--- src/rtl/icache_ctrl_pkg.sv ---
// rtl/icache_ctrl_pkg.sv - controller state encoding and datapath miss-handling codes
package icache_ctrl_pkg;

   typedef enum logic [1:0] {
      IDLE   = 2'd0,
      MISS   = 2'd1,
      FILL   = 2'd2,
      SETTLE = 2'd3
   } icache_state_t;

   localparam logic [2:0] WCS_NONE  = 3'b000;
   localparam logic [2:0] WCS_FETCH = 3'b011;
   localparam logic [2:0] WCS_FILL  = 3'b111;

endpackage

--- src/rtl/icache_control.sv ---
// rtl/icache_control.sv - 2-way instruction cache sequencer with saturating hit/miss counters
module icache_control
   import icache_ctrl_pkg::*;
#(
   parameter int CNT_W = 32
) (
   input  logic             clk,
   input  logic             rst,
   input  logic             mem_read,
   output logic             mem_resp,
   output logic             pmem_read,
   input  logic             pmem_resp,
   input  logic             HIT,
   input  logic             way_hit,
   input  logic             lru_data,
   output logic             LD_LRU_in,
   output logic             lru_in_value,
   output logic [1:0]       LD_TAG,
   output logic [1:0]       LD_VALID,
   output logic             valid_in,
   output logic [2:0]       W_CACHE_STATUS,
   output logic [CNT_W-1:0] hit_count,
   output logic [CNT_W-1:0] miss_count
);

   icache_state_t    state_q, state_d;
   logic             replay_q, replay_d;
   logic [CNT_W-1:0] hit_count_q, hit_count_d;
   logic [CNT_W-1:0] miss_count_q, miss_count_d;

   always_comb begin
      state_d        = state_q;
      replay_d       = replay_q;
      hit_count_d    = hit_count_q;
      miss_count_d   = miss_count_q;
      mem_resp       = 1'b0;
      pmem_read      = 1'b0;
      LD_LRU_in      = 1'b0;
      lru_in_value   = 1'b0;
      LD_TAG         = 2'b00;
      LD_VALID       = 2'b00;
      valid_in       = 1'b0;
      W_CACHE_STATUS = WCS_NONE;

      case (state_q)
         IDLE: begin
            replay_d = 1'b0;
            if (mem_read) begin
               if (HIT) begin
                  mem_resp     = 1'b1;
                  LD_LRU_in    = 1'b1;
                  lru_in_value = ~way_hit;
                  // the hit that replays a just-filled line was already counted as a miss
                  if (!replay_q && (hit_count_q != '1))
                     hit_count_d = hit_count_q + CNT_W'(1);
               end else begin
                  state_d = MISS;
                  if (miss_count_q != '1)
                     miss_count_d = miss_count_q + CNT_W'(1);
               end
            end
         end
         MISS: begin
            pmem_read      = 1'b1;
            W_CACHE_STATUS = WCS_FETCH;
            if (pmem_resp)
               state_d = FILL;
         end
         FILL: begin
            W_CACHE_STATUS   = WCS_FILL;
            LD_TAG[lru_data]   = 1'b1;
            LD_VALID[lru_data] = 1'b1;
            valid_in         = 1'b1;
            state_d          = SETTLE;
         end
         SETTLE: begin
            replay_d = 1'b1;
            state_d  = IDLE;
         end
         default: state_d = IDLE;
      endcase
   end

   always_ff @(posedge clk) begin
      if (!rst) begin
         state_q      <= IDLE;
         replay_q     <= 1'b0;
         hit_count_q  <= '0;
         miss_count_q <= '0;
      end else begin
         state_q      <= state_d;
         replay_q     <= replay_d;
         hit_count_q  <= hit_count_d;
         miss_count_q <= miss_count_d;
      end
   end

   assign hit_count  = hit_count_q;
   assign miss_count = miss_count_q;

endmodule

--- config.mk ---
export PLATFORM = sky130hd
export DESIGN_NAME = icache_control
export DESIGN_NICKNAME = d
export VERILOG_FILES = /design/src/rtl/icache_ctrl_pkg.sv /design/src/rtl/icache_control.sv
export SDC_FILE = /design/constraint.sdc
export NUM_CORES = 1
export LEC_CHECK = 0
export CAP_MARGIN = 5
export CELL_PAD_IN_SITES_DETAIL_PLACEMENT = 1
export CELL_PAD_IN_SITES_GLOBAL_PLACEMENT = 1
export CORE_AREA = 2 2 112 114
export DETAILED_ROUTE_END_ITERATION = 6
export DIE_AREA = 0 0 114 116
export MAX_ROUTING_LAYER = met4
export PLACE_DENSITY_LB_ADDON = 0.1
export SLEW_MARGIN = 20
export SYNTH_ARGS = -nofsm -noshare
export SYNTH_HDL_FRONTEND = slang
export SYNTH_SLANG_ARGS = --single-unit
--- constraint.sdc ---
create_clock -name clk -period 3.5 [get_ports clk]
set_clock_uncertainty 0.1 [all_clocks]
set_input_delay 0.525 -clock clk [delete_from_list [all_inputs] [get_ports clk]]
set_output_delay 0.525 -clock clk [all_outputs]
set_load 0.02 [all_outputs]
==> metrics <==
clock latency of the later-clocked register in the worst-skew pair 0.34 ns; share of layout cells above drive strength 1 5.93%; final setup fails 0; synthesized area 3540 um^2; post-synthesis to final-layout area growth 34.9%; number of synthesized flops with an enable pin 0; net load switching power 560 uW; Final GP Congestion 0.742; gr ovfl total 0; cell count of the worst hold path 2; Hold WC Path Type register to register; Slew @ Worst Pin 0.910 ns; wire length of the first global-routing pass 17.9 mm; part of the total power dissipated in sequential elements 39.6%; clock share of power 42.6%; diode insertion count for antenna repair 0; quantity of I/O buffers inserted on ports 82; register area share after synthesis 37.9%; Post-CTS Setup Bufs 0; switch share 27.6%; Max FO, Critical Path 6; count of cells resized by post-cts repair 0; vertical die dimension 116 um; total length of routed met3 wires 408 um; CTS Hold Buffers Added 0; root buffer cell clkbuf_16; data required time of the critical path 2.87 ns; post-route met1 wirelength 4.66 mm; total count of hold-check failures in the final report 0; initial antenna violation count 0; final routed wirelength across all metal layers 10.8 mm; hpwl dp 7.65 mm; PnR Total Power 2030 uW; Synth Warn # 0; Design Area, Final 4780 um^2; average wire per cell in the routed design 16.5 um; number of CTS-inserted buffers 9; Primary FF master, synth dfxtp_1; arithmetic-cell share of the synthesized area counting full adders, half adders and majority gates 2.47%; clock slew seen by the registers of the worst setup and hold paths 0.05 ns; number of global-route vias before repair 3566; maximum number of pins on one net before global-route repair 44; number of filler cells placed in the layout 1401; Reg2Reg Depth 5; min cycle time layout 2.67 ns; detailed router's first-iteration violation count 102; Final period util 76.2%; Die W 114 um; relative slew slack 38.8%; Avg Inst Size Synth 8.38 um^2; CTS max path bufs 2; syn nets 437; status finished clean; Detailed Routing Iterations Pass 1 4; RSZ-0062 raised after global routing no; Starting Density 29.7%; per-cell via count in the routed design 5.39; via count 3521; instance area after placement 4500 um^2; combined flip-flop and latch cell area 1340 um^2; static leakage 0.00145 uW; Int Power 1470 uW; number of distinct library cells after synthesis 51; area of the core region 11900 um^2; remaining antenna violation count after routing 0; Fmax achieved 0.375 GHz; Post-Synth Simple-Gate Area 31.2%; TritonCTS clock tree yes; synthesized-area fraction occupied by ao, oa, aoi and oai cells 16.1%; remaining routing DRC violations 0; peak supply drop 0.000321 V; Post-Syn Instances 423; main combinational cell family by area after synthesis simple AND/OR/NAND/NOR gates; share of synthesized registers carrying an async set or reset 0%; crit end category output port; Highest Signal Layer met4; Power Dens Cells 425 nW/um^2; standard-cell rows 40; portion of total power attributed to combinational logic 17.9%; Die ar. 13200 um^2; I/O pins 83; synthesis-stage register bit count 67; critical path class primary input to output port; Clock Sink Count 67; GRT Total Usage 17.8%; Total Neg Setup Slack 0 ns; arrival time reported for the critical path endpoint 2.04 ns; routed wl met2 5.54 mm; multiplexer share of the synthesized area 3.11%; Final Slew Violations 0; area used by multi-input combinational logic 2070 um^2; launching element type of the critical path primary input; utilization after layout 40.1%; parity-gate share of the synthesized area counting xor and xnor cells 5.19%; # nets final 516; number of max-cap violations 0; H-tree levels 3
metrics by stage:
step / cells / hold slack (ns) / setup slack [ns]
global placement: 638 / 0.390 / 0.529
global route: 653 / 0.445 / 0.611
detailed placement: 638 / 0.397 / 0.487
floorplan: 423 / 0.370 / 1.07
CTS: 653 / 0.406 / 0.815
finish: 653 / 0.403 / 0.832
path summary, 6_finish.rpt:
kind	slack, ns	to	startpoint
worst max register to register	0.85	hit_count[5]	hit_count[2]
worst min-delay path	0.40	hit_count[31]	hit_count[31]
worst max-delay path	0.83	lru_in_value	mem_read
worst min register to register	0.40	hit_count[31]	hit_count[31]
state kept, by name (all words and copies together), names as in the netlist:
signal,cells
hit_count,32
state_q,2
replay_q,1
miss_count,32
per-layer routing:
layer | track usage [%] | up-vias
met5 | - | -
met2 | 30.6 | 58
met3 | 5.23 | 12
met4 | 5.77 | 0
met1 | 19.9 | 1718
li1 | - | 1733
layout by cell type, fill, tap and decap left out, types with 18 or more instances in the layout:
cell type / instances
clkdlybuf4s50_1: 82
dfxtp_1: 67
a21oi_1: 31
nand4_1: 19
or3_1: 20
nor2_1: 32
nand2_1: 36
o21ai_0: 18
xnor2_1: 19
nand3_1: 22
power by group through the flow:
| stage | combinational, uW | sequential, uW | clock, uW |
|---|---|---|---|
| floorplan | 248 | 825 | 0 |
| global route | 396 | 808 | 933 |
| global placement | 361 | 820 | 0 |
| detailed placement | 367 | 821 | 0 |
| finish | 363 | 804 | 865 |
| CTS | 369 | 804 | 897 |
area by class of cell:
class	count	area share [%]
clock inverter	2	0.209
multi-input combinational	325	43.2
sequential	67	28.1
clock buffer	13	5.66
inverter	11	0.864
tap	147	3.85
timing repair buffer	88	18.1
cell usage after synthesis (2+ instances only):
| library cell | number | area [um^2] |
|---|---|---|
| a2111oi_0 | 3 | 26.3 |
| a211oi_1 | 9 | 67.6 |
| a21bo_2 | 2 | 20.0 |
| a21o_1 | 2 | 15.0 |
| a21oi_1 | 31 | 155 |
| a31oi_1 | 6 | 37.5 |
| and2_1 | 4 | 25.0 |
| and3_1 | 5 | 31.3 |
| and4_1 | 8 | 70.1 |
| buf_2 | 3 | 15.0 |
| buf_4 | 6 | 45.0 |
| clkbuf_1 | 11 | 41.3 |
| dfxtp_1 | 67 | 1340 |
| ha_1 | 7 | 87.6 |
| inv_1 | 10 | 37.5 |
| mux2i_1 | 11 | 110 |
| nand2_1 | 36 | 135 |
| nand2b_1 | 11 | 68.8 |
| nand3_1 | 22 | 110 |
| nand3b_1 | 3 | 22.5 |
| nand4_1 | 19 | 119 |
| nand4b_1 | 3 | 26.3 |
| nor2_1 | 32 | 120 |
| nor2b_1 | 3 | 18.8 |
| nor3_1 | 6 | 30.0 |
| nor4_1 | 11 | 68.8 |
| o21ai_0 | 18 | 90.1 |
| o311ai_0 | 2 | 17.5 |
| o31ai_1 | 5 | 37.5 |
| o41ai_1 | 2 | 17.5 |
| or3_1 | 20 | 125 |
| or4_1 | 6 | 45.0 |
| or4_4 | 2 | 22.5 |
| xnor2_1 | 19 | 166 |
| xor2_1 | 2 | 17.5 |
critical path, stage by stage:
cell	delay (ns)
clkdlybuf4s50_1	0.55
and3_1	0.21
nor2b_1	0.14
clkdlybuf4s50_1	0.62
kinds of logic after synthesis:
kind of cell / count (synthesis)
muxes: 11
and+or+nand+nor: 198
AOI/OAI and AO/OA: 88
DFF: 67
buffers and inverters: 31
adders and majority gates: 7
xor gates and xnor gates: 21
(Power assumes the default switching activity.)
